<file path="config.mk">
export PLATFORM = sky130hd
export DESIGN_NAME = xyz_datapath
export DESIGN_NICKNAME = d
export VERILOG_FILES = /design/src/rtl/xyz_datapath.sv
export SDC_FILE = /design/constraint.sdc
export NUM_CORES = 1
export LEC_CHECK = 0
export BUFFER_PORTS_ARGS = -buffer_cell sky130_fd_sc_hd__buf_2
export CORE_UTILIZATION = 29
export DETAILED_ROUTE_END_ITERATION = 10
export SYNTH_ARGS = -nofsm -noshare
export SYNTH_HDL_FRONTEND = slang
export SYNTH_SLANG_ARGS = --single-unit
</file>
<file path="constraint.sdc">
create_clock -name clk -period 2.5 [get_ports clk]
set_input_delay 0.125 -clock clk [delete_from_list [all_inputs] [get_ports clk]]
set_output_delay 0.125 -clock clk [all_outputs]
set_load 0.02 [all_outputs]
</file>
<file path="src/rtl/xyz_datapath.sv">
// X/Y/Z register datapath with add/subtract ULA, driven by per-cycle decoder codes.
// Optional sticky signed-overflow output ovf when XYZ_DATAPATH_OVF_EN is defined.
module xyz_datapath #(
    parameter int WIDTH = 4
) (
    input  logic             clk,
    input  logic             rst,
    input  logic             cmd_valid,
    input  logic [1:0]       tX,
    input  logic [2:0]       tY,
    input  logic [1:0]       tZ,
    input  logic             tULA,
    input  logic [WIDTH-1:0] data_in,
    output logic [WIDTH-1:0] x_out,
    output logic [WIDTH-1:0] y_out,
    output logic [WIDTH-1:0] z_out,
    output logic [WIDTH-1:0] ula_out,
    output logic             carry,
    output logic             zero,
    output logic             cmd_ack
`ifdef XYZ_DATAPATH_OVF_EN
    ,
    output logic             ovf
`endif
);

    localparam logic [1:0] XZ_CLEAR = 2'b00;
    localparam logic [1:0] XZ_LOAD  = 2'b01;

    localparam logic [2:0] Y_CLEAR = 3'b000;
    localparam logic [2:0] Y_LOAD  = 3'b001;
    localparam logic [2:0] Y_SL    = 3'b011;
    localparam logic [2:0] Y_SR    = 3'b100;

    logic [WIDTH-1:0] x_r, y_r, z_r;
    logic [WIDTH-1:0] x_nxt, y_nxt, z_nxt;
    logic [WIDTH:0]   ula_full;
    logic             carry_r, carry_nxt;
    logic             zero_r;
    logic             ack_r;

    // Bit WIDTH of the extended result is carry for ADD and borrow for SUB.
    always_comb begin
        if (tULA) begin
            ula_full = {1'b0, y_r} - {1'b0, x_r};
        end else begin
            ula_full = {1'b0, y_r} + {1'b0, x_r};
        end
    end

    assign ula_out = ula_full[WIDTH-1:0];

    always_comb begin
        x_nxt     = x_r;
        y_nxt     = y_r;
        z_nxt     = z_r;
        carry_nxt = carry_r;
        if (cmd_valid) begin
            case (tX)
                XZ_CLEAR: x_nxt = '0;
                XZ_LOAD:  x_nxt = data_in;
                default:  x_nxt = x_r;
            endcase
            case (tY)
                Y_CLEAR: begin
                    y_nxt     = '0;
                    carry_nxt = 1'b0;
                end
                Y_LOAD: begin
                    y_nxt     = ula_full[WIDTH-1:0];
                    carry_nxt = ula_full[WIDTH];
                end
                Y_SL:    y_nxt = {y_r[WIDTH-2:0], 1'b0};
                Y_SR:    y_nxt = {1'b0, y_r[WIDTH-1:1]};
                default: y_nxt = y_r;
            endcase
            // Z samples the pre-edge Y, never the value written this cycle.
            case (tZ)
                XZ_CLEAR: z_nxt = '0;
                XZ_LOAD:  z_nxt = y_r;
                default:  z_nxt = z_r;
            endcase
        end
    end

    always_ff @(posedge clk) begin
        if (rst) begin
            x_r     <= '0;
            y_r     <= '0;
            z_r     <= '0;
            carry_r <= 1'b0;
            zero_r  <= 1'b1;
            ack_r   <= 1'b0;
        end else begin
            x_r     <= x_nxt;
            y_r     <= y_nxt;
            z_r     <= z_nxt;
            carry_r <= carry_nxt;
            zero_r  <= (y_nxt == '0);
            ack_r   <= cmd_valid;
        end
    end

    assign x_out   = x_r;
    assign y_out   = y_r;
    assign z_out   = z_r;
    assign carry   = carry_r;
    assign zero    = zero_r;
    assign cmd_ack = ack_r;

`ifdef XYZ_DATAPATH_OVF_EN
    logic ovf_r;
    logic ovf_calc;

    // Signed overflow: operand signs agree (ADD) or differ (SUB) and the result sign flips.
    always_comb begin
        if (tULA) begin
            ovf_calc = (y_r[WIDTH-1] != x_r[WIDTH-1]) && (ula_full[WIDTH-1] != y_r[WIDTH-1]);
        end else begin
            ovf_calc = (y_r[WIDTH-1] == x_r[WIDTH-1]) && (ula_full[WIDTH-1] != y_r[WIDTH-1]);
        end
    end

    always_ff @(posedge clk) begin
        if (rst) begin
            ovf_r <= 1'b0;
        end else if (cmd_valid && (tY == Y_CLEAR)) begin
            ovf_r <= 1'b0;
        end else if (cmd_valid && (tY == Y_LOAD) && ovf_calc) begin
            ovf_r <= 1'b1;
        end
    end

    assign ovf = ovf_r;
`endif

endmodule
</file>
# ---- After elaboration in Yosys (flattened, before gate mapping)
# Index checks and enable logic that the tools add are counted.
dict set report op_classes {
  shifts 0
  n_eq_ne 5
  n_lt_le_gt_ge 0
  reduce_logical 10
  n_addsub 2
  n_div 0
  n_mul 0
  bitwise 0
  mux 6
}
# operator count
set ops {}
lappend ops {{4-bit one-hot mux with 2 select lines} 2}
lappend ops {{4-bit one-hot mux with 4 select lines} 1}
lappend ops {{2-bit AND reduction} 3}
lappend ops {{2-bit nonzero test} 3}
lappend ops {{4-bit by 4-bit adder with 5-bit output} 1}
lappend ops {{5-bit 2-to-1 mux} 1}
lappend ops {{4-bit by 4-bit subtractor with 5-bit output} 1}
lappend ops {{2-bit by 1-bit equality test with 1-bit output, second input constant} 2}
lappend ops {{2-bit logical NOT} 2}
lappend ops {{4-bit logical NOT} 1}
lappend ops {{4-bit 2-to-1 mux} 1}
lappend ops {{3-bit by 1-bit equality test with 1-bit output, second input constant} 1}
lappend ops {{3-bit by 2-bit equality test with 1-bit output, second input constant} 1}
lappend ops {{3-bit equality test, second input constant} 1}
lappend ops {{3-bit logical NOT} 1}
lappend ops {{1-bit one-hot mux with 2 select lines} 1}
dict set report totals {
  out_inout_bits 19
  romBits 0
  ram_bits 0
  register_bits 15
  latch_bits 0
  input_bits 15
  n_memories 0
}

# ---- Logic depth before layout (Yosys ltp)
dict set report logic_depth {
  depth_word 5
  depth_mapped 9
  ltp_nobuf 9
}

# ---- Least setup slack after synthesis
# OpenSTA, ideal clock, no wires.
dict set report synth_path {
  path_kind {reg2reg}
  start {reg x_r[0], in the netlist x_out[0]}
  end {reg zero_r, in the netlist zero}
  path_buffers 0
  arrival_ns 2.332
  slack_ns 0.034
  synth_period_minus_slack_ns 2.466
  stages_incl_launch_ff 9
  setup_time_ns 0.134
  cell_sequence {dfxtp_1 inv_1 ha_1 mux2i_1 fa_1 xor2_1 o211ai_1 a221oi_1 a211oi_2}
}
dict set report synth_via {
  elab_chain_cells 5
  word_cells_on_any_way 6
  classes_between {add/sub: 2; mux: 3; reduce/logical: 1}
}
# element line_no
set synth_lines {}
lappend synth_lines {{start: declaration} 35} ;# logic [WIDTH-1:0] x_r, y_r, z_r;
lappend synth_lines {{start signal: assignment} 95} ;# x_r <= x_nxt;
lappend synth_lines {{4-bit by 4-bit adder with 5-bit output / 4-bit by 4-bit subtractor with 5-bit output (equally long branches)} {47, 45}}
lappend synth_lines {{5-bit 2-to-1 mux (*)} 44} ;# if (tULA) begin
lappend synth_lines {{via ula_out[2]} 17} ;# output logic [WIDTH-1:0] ula_out,
lappend synth_lines {{4-bit one-hot mux with 4 select lines (*)} 64} ;# case (tY)
lappend synth_lines {{4-bit 2-to-1 mux (*)} 58} ;# if (cmd_valid) begin
lappend synth_lines {{4-bit logical NOT (*)} 99} ;# zero_r <= (y_nxt == '0);
lappend synth_lines {{end signal: assignment} 99}
lappend synth_lines {{end: declaration} 39} ;# logic zero_r;
# The timed path passes the listed nets; every way through them passes the cells marked *.
# A chain may end at the register's enable or synchronous reset.

# ---- Worst setup path after layout
dict set report layout_path {
  start {reg x_r[0], in the netlist x_out[0]}
  end {out ula_out[3]}
}
dict set report layout_via {
  elab_chain_cells 2
  word_cells_on_any_way 3
  classes_between {add/sub: 2; mux: 1}
}
# element line_no
set layout_lines {}
lappend layout_lines {{4-bit by 4-bit adder with 5-bit output / 4-bit by 4-bit subtractor with 5-bit output (equally long branches)} {47, 45}}
lappend layout_lines {{5-bit 2-to-1 mux (*)} 44}
lappend layout_lines {{end: declaration} 17}
# Mark *: on every way between the ends. The rest lies on a longest branch, timed or not.

==> impl_metrics.yaml <==
pwr:
  ir_worst_vdd_mv: 0.2650
  p_per_area_nw_per_um2: 465.3
  p_leak_uw: 0.0004965
sta:
  setup-violations-final: 0
  worstMarginPinSlew_ns: 0.3929
  min_period_over_period: 0.9462
  rsz0062_at_grt: "no"
  fin_crit_ns: 2.365
  setup_tns_ns: 0
  hold_viol: 0
  fmax_mhz: 422.7
  setup_slack_ns: 0.1345
  slew_headroom: 0.7381
  clock_skew_ns: 0.005121
  slew_violations: 0
final_layout:
  fin_area_sq_um: 1164
  syn_to_final_growth_pct: 23.84
  drive_gt1_frac: 0.2671
  diodes: 0
  seq_area_sq_um: 300.3
  post-route-util: 0.3811
  final_cell_mix: "33 x buf_2, 15 x dfxtp_1, 14 x a21oi_1"
  n_fill_cell: 336
  multi_input_area_sq_um: 585.6
  finalNonFillerCells: 190
  nets: 168
  final_common_cell: "buf_2"
clock_network:
  cts_tree: "done"
  cts_buffers: 3
  clkSlewWorstSetupHoldPaths_ns: 0.09
  h-tree-depth: 1
  post_cts_resized: 0
  cts.sinks: 15
  clock_latency_ns: 0.28
  cts-hold-fix-buffers: 0
  clk_path_buf_depth: 2
  post-cts-setup-buffers: 0
  cts_root_buf: "clkbuf_4"
routing:
  drt_pass1_iterations: 4
  drtAntennaViolNets: 0
  routedWlPerCell_um: 11.95
  routed_wl_um: 2271
  viasPerCell: 4.974
  drcViolationCount: 0
  drtIter0Drc: 39
  vias: 945
worst_hold_path:
  hold_class: "in -> reg"
die:
  die_area_sq_um: 3472
  rows: 20
  coreArea_sq_um: 3053
  fp.dieW_um: 58.92
  start_util: 0.3078
  die_height_um: 58.92
  num_io_pins: 34
outcome:
  outcome: "complete, no violations"
worst_setup_path:
  cp_data_required_time_ns: 2.38
  cp-end-kind: "output pin"
  start_kind: "flip-flop"
  crit_arrival_ns: 2.24
  critPathKind: "reg -> out"
  crit_fanout: 5
global_routing:
  grt_max_degree: 17
  antenna_found_initial: 0
  grt_pass1_vias: 848
  grt_pass1_wl_um: 3774
  globalRouteTotalUtil: 0.1431
  grt-ovfl-total: 0
placement:
  portBuffers: 33
  dpl.hpwl_um: 1862
  place_inst: 186
  gp_congestion: 0.8395
  place_ws_ns: 0.1499
  postPlaceCellArea_sq_um: 1136
synth:
  syn-cell-area_sq_um: 939.7
  synth.largest_area_cell: "dfxtp_1"
  syn_inst: 113
  synth-warning-count: 0
  synth_edf_count: 0
  synthTopCellsByArea: "dfxtp_1 32%, a21oi_1 7.5%, ha_1 6.7%"
  synth-seq-cells: 15
  yosys_most_used_dff: "dfxtp_1"
  synth_top_area_share: 0.3196
  synth_cell_types: 35
  ys_seq_area_frac: 0.3196
  postSynthNetCount: 134
  synth_area_per_cell_sq_um: 8.315
  async_flop_share: 0
run:
  maxCapViolCount: 0
## critical path, cell delays in order (launching register included)
cell and delay, ns:
dfxtp_1 0.46, inv_1 0.07, ha_1 0.21, nor2_1 0.12
xnor2_1 0.14, ha_1 0.29, a21oi_1 0.27, nand2_1 0.10
xor2_1 0.12, buf_2 0.17
## synthesized netlist by cell type, types with 2 or more instances
library cell and count:
dfxtp_1 15, a21oi_1 14, nand2_1 11, nand3_1 9, inv_1 8, nor2_1 8, ha_1 5, nand2b_1 5
nand3b_1 3, nor4bb_1 3, xnor2_1 3, a21o_1 2, a221oi_1 2, clkbuf_1 2, mux2i_1 2, xor2_1 2
## sequential cells by signal, summed over array words and instances, names as in the netlist
register	count
zero	1
x_out	4
cmd_ack	1
y_out	4
carry	1
z_out	4
## report_power, final
part           internal, uW  switching [uW]
sequential              248            8.29
combinational          58.9            89.8
clock                  59.3            77.6
## path summary, 6_finish.rpt
kind / from / end / slack, ns / cells after the start
setup / recovery: x_out[0] / ula_out[3] / 0.13 / 9
hold / removal: data_in[0] / x_out[0] / 0.11 / 3
setup reg to reg: x_out[0] / zero / 0.16 / 8
hold reg to reg: z_out[1] / z_out[1] / 0.46 / 2
## cells by family after synthesis
family	after synthesis	share of synthesized area
and+or+nand+nor	48	0.2783
xor gates and xnor gates	5	0.04661
muxes	2	0.02131
adders and majority gates	6	0.08788
DFF	15	0.3196
buffers and inverters	12	0.05726
AOI/OAI and AO/OA	25	0.1891
## metal layers
metal,vias to the layer above,global-route usage,part of all wire
li1,469,-,-
met1,437,0.1678,0.44
met2,37,0.2549,0.49
met3,2,0.04396,0.067
met4,0,0.03061,0.0035
met5,-,0,0
## cell type report
cell class | count | share of cell area
clock buffers | 3 | 0.01935
clock inverters | 1 | 0.004301
inverters | 8 | 0.02581
multi-input cells | 86 | 0.5032
flip-flops and latches | 15 | 0.2581
well taps | 44 | 0.04731
repair buffers | 33 | 0.1419
## through the flow
stage | hold slack, ns | power, uW
3_3_place_gp | 0.4058 | 409.4
5_1_grt | 0.1207 | 577.7
2_1_floorplan | 0.1958 | 364.1
4_1_cts | 0.1057 | 552.4
3_5_place_dp | 0.4070 | 412.6
6_report | 0.1135 | 541.5
No activity file was read; power rests on OpenSTA's default activity.
